===== src/rtl/freq_meter_pkg.sv =====
// Shared definitions for the BCD frequency meter: FSM encoding, gate
// selection codes and the timing helpers that turn CLK_HZ into gate lengths.
package freq_meter_pkg;

  // Measurement sequencer states. The encoding is stable so that a checker
  // bound to freq_meter_bcd.state_q can decode it directly.
  typedef enum logic [1:0] {
    ST_IDLE  = 2'd0,
    ST_ARM   = 2'd1,
    ST_GATE  = 2'd2,
    ST_LATCH = 2'd3
  } state_e;

  // gate_sel codes: window length is one base tick times a power of ten.
  localparam logic [1:0] GSEL_10MS  = 2'b00;
  localparam logic [1:0] GSEL_100MS = 2'b01;
  localparam logic [1:0] GSEL_1S    = 2'b10;
  localparam logic [1:0] GSEL_10S   = 2'b11;

  // Width of the gate-decade counter; must hold DECADE_TICKS[3]-1 = 999.
  localparam int unsigned DEC_W = 10;

  // Number of base ticks in a window, indexed by gate_sel.
  localparam logic [DEC_W-1:0] DECADE_TICKS [4] = '{
    10'd1, 10'd10, 10'd100, 10'd1000
  };

  // Base tick period in sysclk cycles (10 ms).
  function automatic int unsigned tick_div(input int unsigned clk_hz);
    return clk_hz / 100;
  endfunction

  // Prescaler width for a given tick period; at least one bit.
  function automatic int unsigned pre_width(input int unsigned ticks);
    return (ticks > 1) ? $clog2(ticks) : 1;
  endfunction

endpackage


===== src/rtl/freq_meter_bcd_digit.sv =====
// One BCD decade of the edge counter. Counts 0..9 on inc, wraps 9->0 and
// raises carry in the same cycle so the next decade can follow.
module bcd_digit (
  input  logic       clk,
  input  logic       rst,
  input  logic       clr,
  input  logic       inc,
  output logic [3:0] q,
  output logic       carry
);

  logic [3:0] q_q;
  logic [3:0] q_d;

  // Next digit value: clear wins, otherwise step with decimal wrap.
  always_comb begin
    q_d = q_q;
    if (clr) begin
      q_d = 4'd0;
    end else if (inc) begin
      q_d = (q_q == 4'd9) ? 4'd0 : q_q + 4'd1;
    end
  end

  // Digit register.
  always_ff @(posedge clk or posedge rst) begin
    if (rst) begin
      q_q <= 4'd0;
    end else begin
      q_q <= q_d;
    end
  end

  assign q     = q_q;
  assign carry = inc & (q_q == 4'd9);

endmodule


===== src/rtl/freq_meter_bcd.sv =====
// BCD frequency meter: counts synchronised rising edges of clkin during a
// gate window of 10 ms..10 s and latches the count with range and overflow.
//
// Result interface: result_valid is a one-cycle strobe with no ready; the
// result_* outputs change only in the strobe cycle and hold until the next
// strobe, so a consumer may sample them at any time or on the strobe.
module freq_meter_bcd
  import freq_meter_pkg::*;
#(
  parameter int unsigned CLK_HZ = 50_000_000,
  parameter int unsigned DIGITS = 8
) (
  input  logic                  sysclk,
  input  logic                  rst,
  input  logic                  clkin,
  input  logic [1:0]            gate_sel,
  input  logic                  start,
  input  logic                  cont,
  output logic [4*DIGITS-1:0]   result_bcd,
  output logic [1:0]            result_range,
  output logic                  result_ovf,
  output logic                  result_valid,
  output logic                  busy
);

  localparam int unsigned      TICKS    = tick_div(CLK_HZ);
  localparam int unsigned      PRE_W    = pre_width(TICKS);
  localparam logic [PRE_W-1:0] PRE_LAST = PRE_W'(TICKS - 1);

  // ---------------------------------------------------------------------
  // Input path: two-flop synchroniser plus a history flop for edge detect.
  // ---------------------------------------------------------------------
  logic sync1_q;
  logic sync2_q;
  logic hist_q;
  logic edge_w;

  // Bring clkin into the sysclk domain and keep one cycle of history.
  always_ff @(posedge sysclk or posedge rst) begin
    if (rst) begin
      sync1_q <= 1'b0;
      sync2_q <= 1'b0;
      hist_q  <= 1'b0;
    end else begin
      sync1_q <= clkin;
      sync2_q <= sync1_q;
      hist_q  <= sync2_q;
    end
  end

  assign edge_w = sync2_q & ~hist_q;

  // ---------------------------------------------------------------------
  // Sequencer FSM. state_q is the observable state for debug and checkers.
  // ---------------------------------------------------------------------
  state_e state_q;
  state_e state_d;
  logic   in_arm;
  logic   in_gate;
  logic   in_latch;
  logic   gate_last;

  // State register.
  always_ff @(posedge sysclk or posedge rst) begin
    if (rst) begin
      state_q <= ST_IDLE;
    end else begin
      state_q <= state_d;
    end
  end

  // Next-state logic; start is only looked at in IDLE.
  always_comb begin
    state_d = state_q;
    case (state_q)
      ST_IDLE:  if (start | cont) state_d = ST_ARM;
      ST_ARM:   state_d = ST_GATE;
      ST_GATE:  if (gate_last) state_d = ST_LATCH;
      ST_LATCH: state_d = cont ? ST_ARM : ST_IDLE;
      default:  state_d = ST_IDLE;
    endcase
  end

  // State decodes used by the datapath and the busy output.
  always_comb begin
    in_arm   = (state_q == ST_ARM);
    in_gate  = (state_q == ST_GATE);
    in_latch = (state_q == ST_LATCH);
    busy     = (state_q != ST_IDLE);
  end

  // ---------------------------------------------------------------------
  // Gate timing: prescaler produces 10 ms ticks, decade counter counts
  // ticks up to the window length captured in ARM.
  // ---------------------------------------------------------------------
  logic [1:0]       gsel_q;
  logic [1:0]       gsel_d;
  logic [PRE_W-1:0] pre_q;
  logic [PRE_W-1:0] pre_d;
  logic [DEC_W-1:0] dec_q;
  logic [DEC_W-1:0] dec_d;
  logic [DEC_W-1:0] dec_last;

  assign dec_last  = DECADE_TICKS[gsel_q] - DEC_W'(1);
  assign gate_last = in_gate && (pre_q == PRE_LAST) && (dec_q == dec_last);

  // Window timers: cleared in ARM, advanced every GATE cycle.
  always_comb begin
    gsel_d = gsel_q;
    pre_d  = pre_q;
    dec_d  = dec_q;
    if (in_arm) begin
      gsel_d = gate_sel;
      pre_d  = '0;
      dec_d  = '0;
    end else if (in_gate) begin
      if (pre_q == PRE_LAST) begin
        pre_d = '0;
        dec_d = dec_q + DEC_W'(1);
      end else begin
        pre_d = pre_q + PRE_W'(1);
      end
    end
  end

  // Timer registers.
  always_ff @(posedge sysclk or posedge rst) begin
    if (rst) begin
      gsel_q <= 2'b00;
      pre_q  <= '0;
      dec_q  <= '0;
    end else begin
      gsel_q <= gsel_d;
      pre_q  <= pre_d;
      dec_q  <= dec_d;
    end
  end

  // ---------------------------------------------------------------------
  // BCD edge counter with saturation at all nines.
  // ---------------------------------------------------------------------
  logic [4*DIGITS-1:0] count_w;
  logic [DIGITS-1:0]   inc_w;
  logic [DIGITS-1:0]   carry_w;
  logic                all_nine;
  logic                hit;
  logic                count_en;
  logic                top_carry_unused;
  logic                ovf_q;
  logic                ovf_d;

  // The counter is full when every digit reads nine.
  always_comb begin
    all_nine = 1'b1;
    for (int k = 0; k < int'(DIGITS); k++) begin
      if (count_w[4*k +: 4] != 4'd9) all_nine = 1'b0;
    end
  end

  assign hit      = in_gate & edge_w;
  assign count_en = hit & ~all_nine;

  genvar g;
  generate
    for (g = 0; g < int'(DIGITS); g++) begin : g_digit
      if (g == 0) begin : g_lsd
        assign inc_w[g] = count_en;
      end else begin : g_upper
        assign inc_w[g] = carry_w[g-1];
      end
      bcd_digit u_digit (
        .clk   (sysclk),
        .rst   (rst),
        .clr   (in_arm),
        .inc   (inc_w[g]),
        .q     (count_w[4*g +: 4]),
        .carry (carry_w[g])
      );
    end
  endgenerate

  // Saturation blocks the top carry, so it never leaves the counter.
  assign top_carry_unused = carry_w[DIGITS-1];

  // Overflow flag: sticky within a window, cleared when the next one arms.
  always_comb begin
    ovf_d = ovf_q;
    if (in_arm) begin
      ovf_d = 1'b0;
    end else if (hit && all_nine) begin
      ovf_d = 1'b1;
    end
  end

  // Overflow register.
  always_ff @(posedge sysclk or posedge rst) begin
    if (rst) begin
      ovf_q <= 1'b0;
    end else begin
      ovf_q <= ovf_d;
    end
  end

  // ---------------------------------------------------------------------
  // Result registers, loaded on the edge that leaves LATCH.
  // ---------------------------------------------------------------------
  logic [4*DIGITS-1:0] res_bcd_q;
  logic [4*DIGITS-1:0] res_bcd_d;
  logic [1:0]          res_range_q;
  logic [1:0]          res_range_d;
  logic                res_ovf_q;
  logic                res_ovf_d;
  logic                res_valid_q;

  // Hold the previous result except in LATCH.
  always_comb begin
    res_bcd_d   = res_bcd_q;
    res_range_d = res_range_q;
    res_ovf_d   = res_ovf_q;
    if (in_latch) begin
      res_bcd_d   = count_w;
      res_range_d = gsel_q;
      res_ovf_d   = ovf_q;
    end
  end

  // Result and strobe registers.
  always_ff @(posedge sysclk or posedge rst) begin
    if (rst) begin
      res_bcd_q   <= '0;
      res_range_q <= 2'b00;
      res_ovf_q   <= 1'b0;
      res_valid_q <= 1'b0;
    end else begin
      res_bcd_q   <= res_bcd_d;
      res_range_q <= res_range_d;
      res_ovf_q   <= res_ovf_d;
      res_valid_q <= in_latch;
    end
  end

  assign result_bcd   = res_bcd_q;
  assign result_range = res_range_q;
  assign result_ovf   = res_ovf_q;
  assign result_valid = res_valid_q;

endmodule


===== config.mk =====
export PLATFORM = sky130hd
export DESIGN_NAME = freq_meter_bcd
export DESIGN_NICKNAME = d
export VERILOG_FILES = /design/src/rtl/freq_meter_pkg.sv /design/src/rtl/freq_meter_bcd_digit.sv /design/src/rtl/freq_meter_bcd.sv
export SDC_FILE = /design/constraint.sdc
export NUM_CORES = 1
export LEC_CHECK = 0
export BUFFER_PORTS_ARGS = -buffer_cell sky130_fd_sc_hd__buf_2
export CORE_ASPECT_RATIO = 1.4
export CORE_UTILIZATION = 43
export CTS_BUF_LIST = sky130_fd_sc_hd__clkbuf_16
export DETAILED_ROUTE_END_ITERATION = 16
export GPL_ROUTABILITY_DRIVEN = 0
export RECOVER_POWER = 25
export SYNTH_ARGS = -nofsm -noshare
export SYNTH_HDL_FRONTEND = slang
export SYNTH_SLANG_ARGS = --single-unit
export TNS_END_PERCENT = 20

===== constraint.sdc =====
create_clock -name sysclk -period 4.99 [get_ports sysclk]
set_clock_uncertainty 0.1 [all_clocks]
set_input_delay 0.7485 -clock sysclk [delete_from_list [all_inputs] [get_ports sysclk]]
set_output_delay 0.7485 -clock sysclk [all_outputs]
set_load 0.01 [all_outputs]

==> flow_summary.toml, run 1 <==
[status]
outcome = "finished with violations"
violations = "max-capacitance violations, max-slew violations"

[power_and_ir_drop]
power.leakage_uw = 0.002807
power_frac_seq = 0.427
power_density_mw_per_mm2 = 385.9
p_comb_frac = 0.284
p_sw_uw = 834.5
p_int_uw = 1500
ir_drop_mv = 0.2267
pwr-share-clk = 0.290
swShare = 0.3575

[sta]
setup_viol = 0
hold_violations = 0
holdWs_ns = 0.2496
slew_headroom = -0.9235
tns_ns = 0
worst_pin_slew_ns = 2.869
max_freq_mhz = 361.7
rsz0062_at_grt = "no"
period_minus_slack_ns = 2.764
worst_slack_ns = 2.226
slew_violations = 66
finalCritPeriodShare = 0.5540

[worst_setup_path]
cp.required_ns = 5.36
arrival_ns = 3.14
worst_setup_path_end_kind = "async pin"
crit_fanout = 65
crit_type = "in2async"
critPathLaunchType = "input pin"

[place]
dp_slack_ns = 2.291
dp_hpwl_um = 7871
place_inst = 693
portBuffers = 43

[cells_and_area]
nets = 584
n_antenna_cell = 0
ff_latch_area_mm2 = 0.002628
layout_commonest_cell = "dfrtp_1"
n_fill_cell = 1147
multi_input_area_mm2 = 0.002636
final_layout_size_suffix_gt1_frac = 0.2039
mostFrequentLayoutCells = "105 x dfrtp_1, 43 x buf_2, 42 x nor2_1"
areaGrowthSynthToFinish_pct = 10.92
final_cells = 709

[clock_network]
ctsResizeCount = 0
cts_buffers = 9
clkTransAtPathRegs_ns = 0.07
clk_latency_ns = 0.35
cts_root_buf = "clkbuf_16"
post_cts_buffers = 0
cts_sinks = 105
clock_path_buffers = 2
cts_tree = "built"
ctsHoldBuffers = 0
h-tree-depth = 3

[synth]
syn_area_per_cell_um2 = 10.51
netlist_instances = 519
yosysUniqueCellTypes = 63
yosys.area_share.simple = 0.2145
synth_top_family_by_area = "simple AND/OR/NAND/NOR gates"
syn-cell-area_mm2 = 0.005454
synth.top_cell.area_share = 0.4818
synth-main-ff-cell = "dfrtp_1"
muxShareOfSynthArea = 0.08947
synthAdderAreaFrac = 0.05276
yosysSeqAreaShare = 0.4818
synth_xor_area_frac = 0.02569
syn-num-nets = 549
synthTopCellsByArea = "dfrtp_1 48%, mux2_2 7.6%, ha_1 5.3%"
synth-compound-area-share = 0.1005
yosys_register_bits = 105
yosysWarnings = 0
synthArstFlopShare = 1.000
synth_edf_count = 0
yosysTopAreaCell = "dfrtp_1"

[die]
die_x_um = 97.18
fp.coreArea_mm2 = 0.01237
die-area_mm2 = 0.01314
io-pin-count = 44
initial_core_util = 0.4408
rows = 48
die_h_um = 135.3

[detailed_routing]
wl_um = 11140
drt-pass1-iter-count = 4
post-route-drc-count = 0
drtIter0Drc = 148
via_per_inst = 5.653
wire_per_inst_um = 15.72
vias = 4008
ant_nets = 0

[hold_path]
min_path_type = "reg2reg"

[global_route]
antenna_found_initial = 0
grt_pass1_vias = 3986
grt-ovfl-total = 0
grt_usage = 0.1809
grt_max_degree = 66
grt_pass1_wl_um = 19180

[run]
max-cap-violations = 1
-- cell type report --
class	instances	area share
clock buffers	9	0.03723
clock inverters	7	0.009100
inverters	23	0.01448
multi-input cells	370	0.4358
flip-flops and latches	105	0.4343
well taps	150	0.03102
repair buffers	45	0.03806
-- per-stage QoR --
step	utilization	area (µm²)	power, µW
final	0.4890	6050	2335
after global routing	0.4890	6050	2488
after CTS	0.4891	6051	2370
after detailed placement	0.4664	5771	1690
after global placement	0.4664	5771	1666
after floorplan	-	5454	1521
-- routing by layer --
layer	routed length (µm)	vias up	track usage
met4	201	0	0.07629
met5	0	-	0
met3	254	14	0.03148
li1	-	1952	-
met1	4830	1990	0.2104
met2	5856	52	0.3275
-- flip-flops by register name (all words and copies together), names as in the netlist --
signal and count:
ovf_q 1, sync2_q 1, result_ovf 1, result_range 2, hist_q 1, sync1_q 1, result_bcd 32, gsel_q 2
g_digit.u_digit.q 32, state_q 2, pre_q 19, result_valid 1, dec_q 10
-- power by group through the flow --
stage          sequential, µW  clock [µW]  combinational (µW)
2_1_floorplan             996           0                 525
3_3_place_gp             1010           0                 660
3_5_place_dp             1010           0                 679
4_1_cts                   994         694                 682
5_1_grt                  1010         726                 754
6_report                  996         676                 663
-- synth_stat cells, drive strengths merged (2+ instances only) --
| master | instances |
|---|---|
| dfrtp | 105 |
| nor2 | 43 |
| mux2 | 38 |
| nand2 | 33 |
| a21oi | 30 |
| nand3 | 30 |
| ha | 23 |
| inv | 22 |
| o21ai | 20 |
| nand4 | 14 |
| nor3 | 13 |
| or3 | 12 |
| buf | 11 |
| clkbuf | 10 |
| and3b | 9 |
| xor2 | 9 |
| and2 | 7 |
| o2bb2ai | 7 |
| xnor2 | 7 |
| and3 | 6 |
| mux2i | 6 |
| nand3b | 6 |
| or4 | 6 |
| nor4 | 5 |
| and4 | 4 |
| a311oi | 3 |
| a31oi | 3 |
| nor2b | 3 |
| nor4b | 3 |
| o211ai | 3 |
| o31ai | 3 |
| o41ai | 3 |
| a211oi | 2 |
| a311o | 2 |
| nor3b | 2 |
| o22ai | 2 |
| o311ai | 2 |
-- worst paths after layout --
kind                       cells past startpoint  slack (ns)  startpoint                      end
max in group sysclk                            7        2.26  state_q[0]  g_digit[5].u_digit.q[1]
min in group asynchronous                      2        1.09         rst                  sync1_q
max                                            3        2.23         rst  g_digit[3].u_digit.q[3]
min reg2reg                                    0        0.25     sync1_q                  sync2_q
min                                            0        0.25     sync1_q                  sync2_q
max reg2reg                                    7        2.26  state_q[0]  g_digit[5].u_digit.q[1]
-- critical path: stages --
cell        delay [ns]
buf_2             0.10
clkinvlp_2        1.60
buf_4             0.66
-- cells by family (layout without fill, tap and decap cells) --
group                    count (synthesis)  after routing
AND/OR/NAND/NOR                        201            201
flip-flops                             105            105
AO/OA/AOI/OAI                           86             86
multiplexers                            44             44
buffers and inverters                   44             84
adder cells (fa/ha/maj)                 23             23
XOR/XNOR                                16             16
Note: power is estimated with default switching activity, not from simulation.
==> run 2, diff against run 1 <==
==> constraint.sdc (replaced) <==
create_clock -name sysclk -period 2.3 [get_ports sysclk]
set_clock_uncertainty 0.1 [all_clocks]
set_input_delay 0.345 -clock sysclk [delete_from_list [all_inputs] [get_ports sysclk]]
set_output_delay 0.345 -clock sysclk [all_outputs]
set_load 0.01 [all_outputs]
==> flow_summary.toml, run 2 (synthesized netlist as in run 1, its figures left out) <==
[detailed_routing]
post-route-drc-count = 0
drtIter0Drc = 122
wire_per_inst_um = 15.51
via_per_inst = 5.605
drt-pass1-iter-count = 5
wl_um = 11650
ant_nets = 0
vias = 4209

[clock_network]
clkTransAtPathRegs_ns = 0.07
cts_sinks = 105
h-tree-depth = 3
cts_root_buf = "clkbuf_16"
clk_latency_ns = 0.34
cts_buffers = 9
cts_tree = "built"
clock_path_buffers = 2

[place]
portBuffers = 43
dp_hpwl_um = 8394
place_area_mm2 = 0.006082
dp_slack_ns = -0.02412

[worst_setup_path]
cp.required_ns = 2.47
r2r_start = "g_digit[2].u_digit.q[1]"
arrival_ns = 2.40
worstSetupStartpoint = "g_digit[2].u_digit.q[1]"
critPathLaunchType = "flip-flop"
crit_type = "reg2reg"
worst_setup_path_end_kind = "flip-flop"
crit_fanout = 8

[sta]
max_freq_mhz = 447.4
worst_slack_ns = 0.06480
finalCritPeriodShare = 0.9718
setup_viol = 0
worst_pin_slew_ns = 1.412
holdWs_ns = 0.1408
period_minus_slack_ns = 2.235
slew_headroom = 0.05866
hold_violations = 0
slew_violations = 0

[cells_and_area]
areaGrowthSynthToFinish_pct = 17.60
mostFrequentLayoutCells = "105 x dfrtp_1, 43 x buf_2, 42 x nor2_1"
nets = 626
final_layout_size_suffix_gt1_frac = 0.2662
fin_area_mm2 = 0.006414
n_antenna_cell = 0
layout_commonest_cell = "dfrtp_1"
finish.utilization = 0.5184

[hold_path]
min_path_type = "in2reg"
min_from = "gate_sel[1]"

[die]
initial_core_util = 0.4408
die-area_mm2 = 0.01314
io-pin-count = 44
rows = 48
fp.coreArea_mm2 = 0.01237
die_h_um = 135.3
die_x_um = 97.18

[power_and_ir_drop]
power.leakage_uw = 0.003037
total_power_uw = 5411
power_density_mw_per_mm2 = 843.6
ir_drop_mv = 0.8387

[global_route]
grt_pass1_vias = 4225
grt_max_degree = 106
grt_usage = 0.1846
grt-ovfl-total = 0
grt_pass1_wl_um = 19790
antenna_found_initial = 0

[run]
max-cap-violations = 0

[status]
outcome = "finished, final reports clean"
run 2: cell types whose count changed in the layout (fill, tap and decap cells not counted), moves of 2 or more:
cell / change
a21oi_1: -2
a21oi_2: +2
and3b_1: -2
and3b_2: +2
buf_4: +38
run 2: layer usage:
metal | vias to the layer above | GRT usage | part of all wire
met4 | 0 | 0.07380 | 0.026
met5 | - | 0 | 0
li1 | 2032 | - | -
met2 | 74 | 0.3372 | 0.52
met1 | 2081 | 0.2163 | 0.43
met3 | 22 | 0.02786 | 0.021
run 2: path summary, 6_finish.rpt:
check,endpoint,slack [ns],cells past startpoint
hold reg to reg,sync2_q,0.25,0
min in group asynchronous,sync2_q,0.41,3
setup reg to reg,g_digit[5].u_digit.q[1],0.06,7
hold / removal,gsel_q[1],0.14,2
max in group asynchronous,g_digit[5].u_digit.q[1],0.79,3
setup / recovery,g_digit[5].u_digit.q[1],0.06,7
run 2: timing repair:
item / in CTS / in global routing
endpoints found under the hold margin: 1 / 0
gates cloned: 0 / 0
hold buffers: 1 / 0
gates resized for setup: 2 / 4
endpoints found under the setup margin: 3 / 6
pin swaps: 0 / 1
buffers inserted: 0 / 3
run 2: final cells by class:
| type | instances | area (µm²) |
|---|---|---|
| multi-input combinational | 370 | 2650 |
| clock inverter | 7 | 76.32 |
| sequential | 105 | 2628 |
| inverter | 23 | 90.09 |
| fill | 1095 | 5958 |
| clock buffer | 9 | 225.2 |
| timing repair buffer | 87 | 556.8 |
| tap | 150 | 187.7 |
run 2: critical path, cell delays in order, from the launching register on:
cell and delay, ns:
dfrtp_1 0.38, inv_1 0.06, ha_2 0.18, and3b_2 0.27, nand4_4 0.13, a311o_2 0.44
or4_1 0.45, a21oi_2 0.15
run 2: through the flow:
| step | instances | setup TNS [ns] |
|---|---|---|
| 2_1_floorplan | 519 | 0 |
| 5_1_grt | 751 | -0.003948 |
| 3_5_place_dp | 731 | -0.03317 |
| 6_report | 751 | 0 |
| 3_3_place_gp | 731 | 0 |
| 4_1_cts | 748 | 0 |
run 2: report_power, final:
part	internal, µW	switching [µW]	leakage, µW
registers	1990	140	0.00144
logic	696	1030	0.00146
clock network	852	698	0.000144
==> run 3, diff against run 2 <==
--- a/config.mk
+++ b/config.mk
@@ -5,10 +5,12 @@
 export SDC_FILE = /design/constraint.sdc
 export NUM_CORES = 1
 export LEC_CHECK = 0
+export ABC_AREA = 1
 export BUFFER_PORTS_ARGS = -buffer_cell sky130_fd_sc_hd__buf_2
 export CORE_ASPECT_RATIO = 1.4
 export CORE_UTILIZATION = 43
 export CTS_BUF_LIST = sky130_fd_sc_hd__clkbuf_16
+export CTS_CLUSTER_SIZE = 8
 export DETAILED_ROUTE_END_ITERATION = 16
 export GPL_ROUTABILITY_DRIVEN = 0
 export RECOVER_POWER = 25
==> constraint.sdc (replaced) <==
create_clock -name sysclk -period 2.3 [get_ports sysclk]
set_clock_uncertainty 0.1 [all_clocks]
set_input_delay 0.345 -clock sysclk [delete_from_list [all_inputs] [get_ports sysclk]]
set_output_delay 0.345 -clock sysclk [all_outputs]
set_load 0.1 [all_outputs]
==> flow_summary.toml, run 3 <==
[cells_and_area]
nets = 675
finish.utilization = 0.4978
layout_commonest_cell = "nand2_1"
areaGrowthSynthToFinish_pct = 12.68
n_fill_cell = 1173
mostFrequentLayoutCells = "106 x nand2_1, 105 x dfrtp_1, 60 x nor2_1"
final_cells = 798
final_layout_size_suffix_gt1_frac = 0.2052
n_antenna_cell = 0

[sta]
tns_ns = 0
worst_pin_slew_ns = 1.412
slew_headroom = 0.05896
max_freq_mhz = 480.3
period_minus_slack_ns = 2.082
rsz0062_at_grt = "no"
finalCritPeriodShare = 0.9052
hold_violations = 0
setup_viol = 0
worst_slack_ns = 0.2180
slew_violations = 0

[power_and_ir_drop]
p_sw_uw = 3522
pwr-share-clk = 0.199
power_density_mw_per_mm2 = 1184
power_frac_seq = 0.337
p_int_uw = 3772
ir_drop_mv = 0.7404
p_comb_frac = 0.463
swShare = 0.4829
power.leakage_uw = 0.003003

[hold_path]
min_from = "clkin"
whs_path_depth = 1
min_path_type = "in2reg"
min_to = "sync1_q"

[synth]
yosys_register_bits = 105
synthArstFlopShare = 1.000
netlist_instances = 596
yosysSeqAreaShare = 0.4808
synthTopCellsByArea = "dfrtp_1 48%, nand2_1 7.3%, ha_1 5.3%"
synth.most_common_cell = "nand2_1"
yosysWarnings = 0
synth_edf_count = 0
synth-main-ff-cell = "dfrtp_1"
yosysUniqueCellTypes = 44
synthTopCellsByCount = "106 x nand2_1, 105 x dfrtp_1, 60 x nor2_1"
syn-num-nets = 626
synth.top_cell.area_share = 0.4808
syn_area_per_cell_um2 = 9.170
syn-cell-area_mm2 = 0.005465
yosysTopAreaCell = "dfrtp_1"

[detailed_routing]
drtIter0Drc = 184
via_per_inst = 5.188
wl_um = 10640
post-route-drc-count = 0
vias = 4140
wire_per_inst_um = 13.33
ant_nets = 0
drt-pass1-iter-count = 4

[run]
max-cap-violations = 0

[global_route]
grt_pass1_wl_um = 18660
grt_max_degree = 106
grt-ovfl-total = 0
grt_pass1_vias = 4019
antenna_found_initial = 0
grt_usage = 0.1738

[worst_setup_path]
critPathLaunchType = "flip-flop"
r2r_start = "state_q[1]"
crit_type = "reg2reg"
worstSetupStartpoint = "state_q[1]"
worst_setup_path_end_kind = "flip-flop"
cpMaxStageDelayCell = "dfrtp_1"
cp_cell_sequence = "inv_1 -> ha_2 -> nand2_2 -> nor3_4 -> nand4_2 -> nor2_2 -> nand3_2 -> nor2_1 -> nand2_1 -> nand2_1 -> nor2_1"
arrival_ns = 2.21
crit_family = "simple AND/OR/NAND/NOR gates"
cp_num_buf_inv = 1
reg2reg_to = "pre_q[16]"
reg2regPathDepth = 11
cp.required_ns = 2.43
rrSetupSlack_ns = 0.22
max_stage_delay_ns = 0.42
crit_fanout = 7

[place]
dp_slack_ns = 0.1570
place_inst = 783
dp_hpwl_um = 7641
portBuffers = 43

[die]
io-pin-count = 44
rows = 48
fp.coreArea_mm2 = 0.01237
initial_core_util = 0.4417
die_h_um = 135.4
die-area_mm2 = 0.01317
die_x_um = 97.28

[clock_network]
clock_path_buffers = 2
h-tree-depth = 3
cts_tree = "built"
clk_latency_ns = 0.34
ctsHoldBuffers = 0
cts_root_buf = "clkbuf_16"
cts_sinks = 105
clkTransAtPathRegs_ns = 0.06
cts_buffers = 9

[status]
outcome = "finished, final reports clean"
run 3: changes by cell type after synthesis, moves of 7 or more:
cell and change:
o2bb2ai_1 -7, nand2_1 +73, xor2_1 +9, o21ai_1 +11, mux2_2 -18, or3_1 -12
nand2_2 +10, inv_1 +34, and3b_1 -9, nor2_1 +18
run 3: how the worst max path moves through the flow:
stage / to / slack [ns] / depth (start not counted)
after global placement: pre_q[16] / 0.24 / 11
after global routing: pre_q[16] / 0.01 / 11
after CTS: pre_q[16] / 0.15 / 11
after detailed placement: pre_q[16] / 0.16 / 11
final: pre_q[16] / 0.22 / 11
after floorplan: g_digit[7].u_digit.q[0] / 0.40 / 11
run 3: cells by family (layout without fill, tap and decap cells):
logic type / after synthesis / after routing / share of synthesized area
compound gates: 74 / 74 / 0.07876
xor+xnor: 24 / 24 / 0.03846
fa+ha+maj: 23 / 23 / 0.05266
buf+inv: 77 / 129 / 0.05654
flops: 105 / 105 / 0.4808
mux: 19 / 19 / 0.03915
simple gates: 274 / 274 / 0.2537
run 3: layout make-up:
cell class	instances	area, µm²	share of cell area
multi-input combinational	414	2534	0.4114
inverter	63	241.5	0.03921
tap	150	187.7	0.03048
clock buffer	9	225.2	0.03657
sequential	105	2628	0.4267
clock inverter	5	48.80	0.007924
timing repair buffer	52	294.0	0.04774
run 3: power by group through the flow:
| stage | Clock, µW | Combinational (µW) | Sequential [µW] |
|---|---|---|---|
| 2_1_floorplan | 0 | 1500 | 3700 |
| 3_3_place_gp | 0 | 3330 | 2480 |
| 3_5_place_dp | 0 | 3380 | 2500 |
| 4_1_cts | 1510 | 3400 | 2460 |
| 5_1_grt | 1580 | 3650 | 2510 |
| 6_report | 1450 | 3380 | 2460 |
run 3: timing repair:
action	4_1_cts	5_1_grt
buffers inserted	0	1
gates resized for setup	0	1
setup endpoints to repair	0	2
run 3: routing by layer:
layer / global-route usage / routed length [µm] / vias up
met3: 0.03096 / 267 / 15
met1: 0.2138 / 4664 / 2009
met2: 0.3099 / 5522 / 58
met4: 0.05556 / 184 / 0
li1: - / - / 2058
met5: 0 / 0 / -
run 3: stage by stage:
stage | hold WS (ns) | total power [µW] | area [µm²]
floorplan | 0.2312 | 5206 | 5469
global placement | 0.2561 | 5806 | 5888
detailed placement | 0.2523 | 5882 | 5888
CTS | 0.0001037 | 7370 | 6162
global route | 0.0004437 | 7730 | 6158
finish | 0.01212 | 7294 | 6158
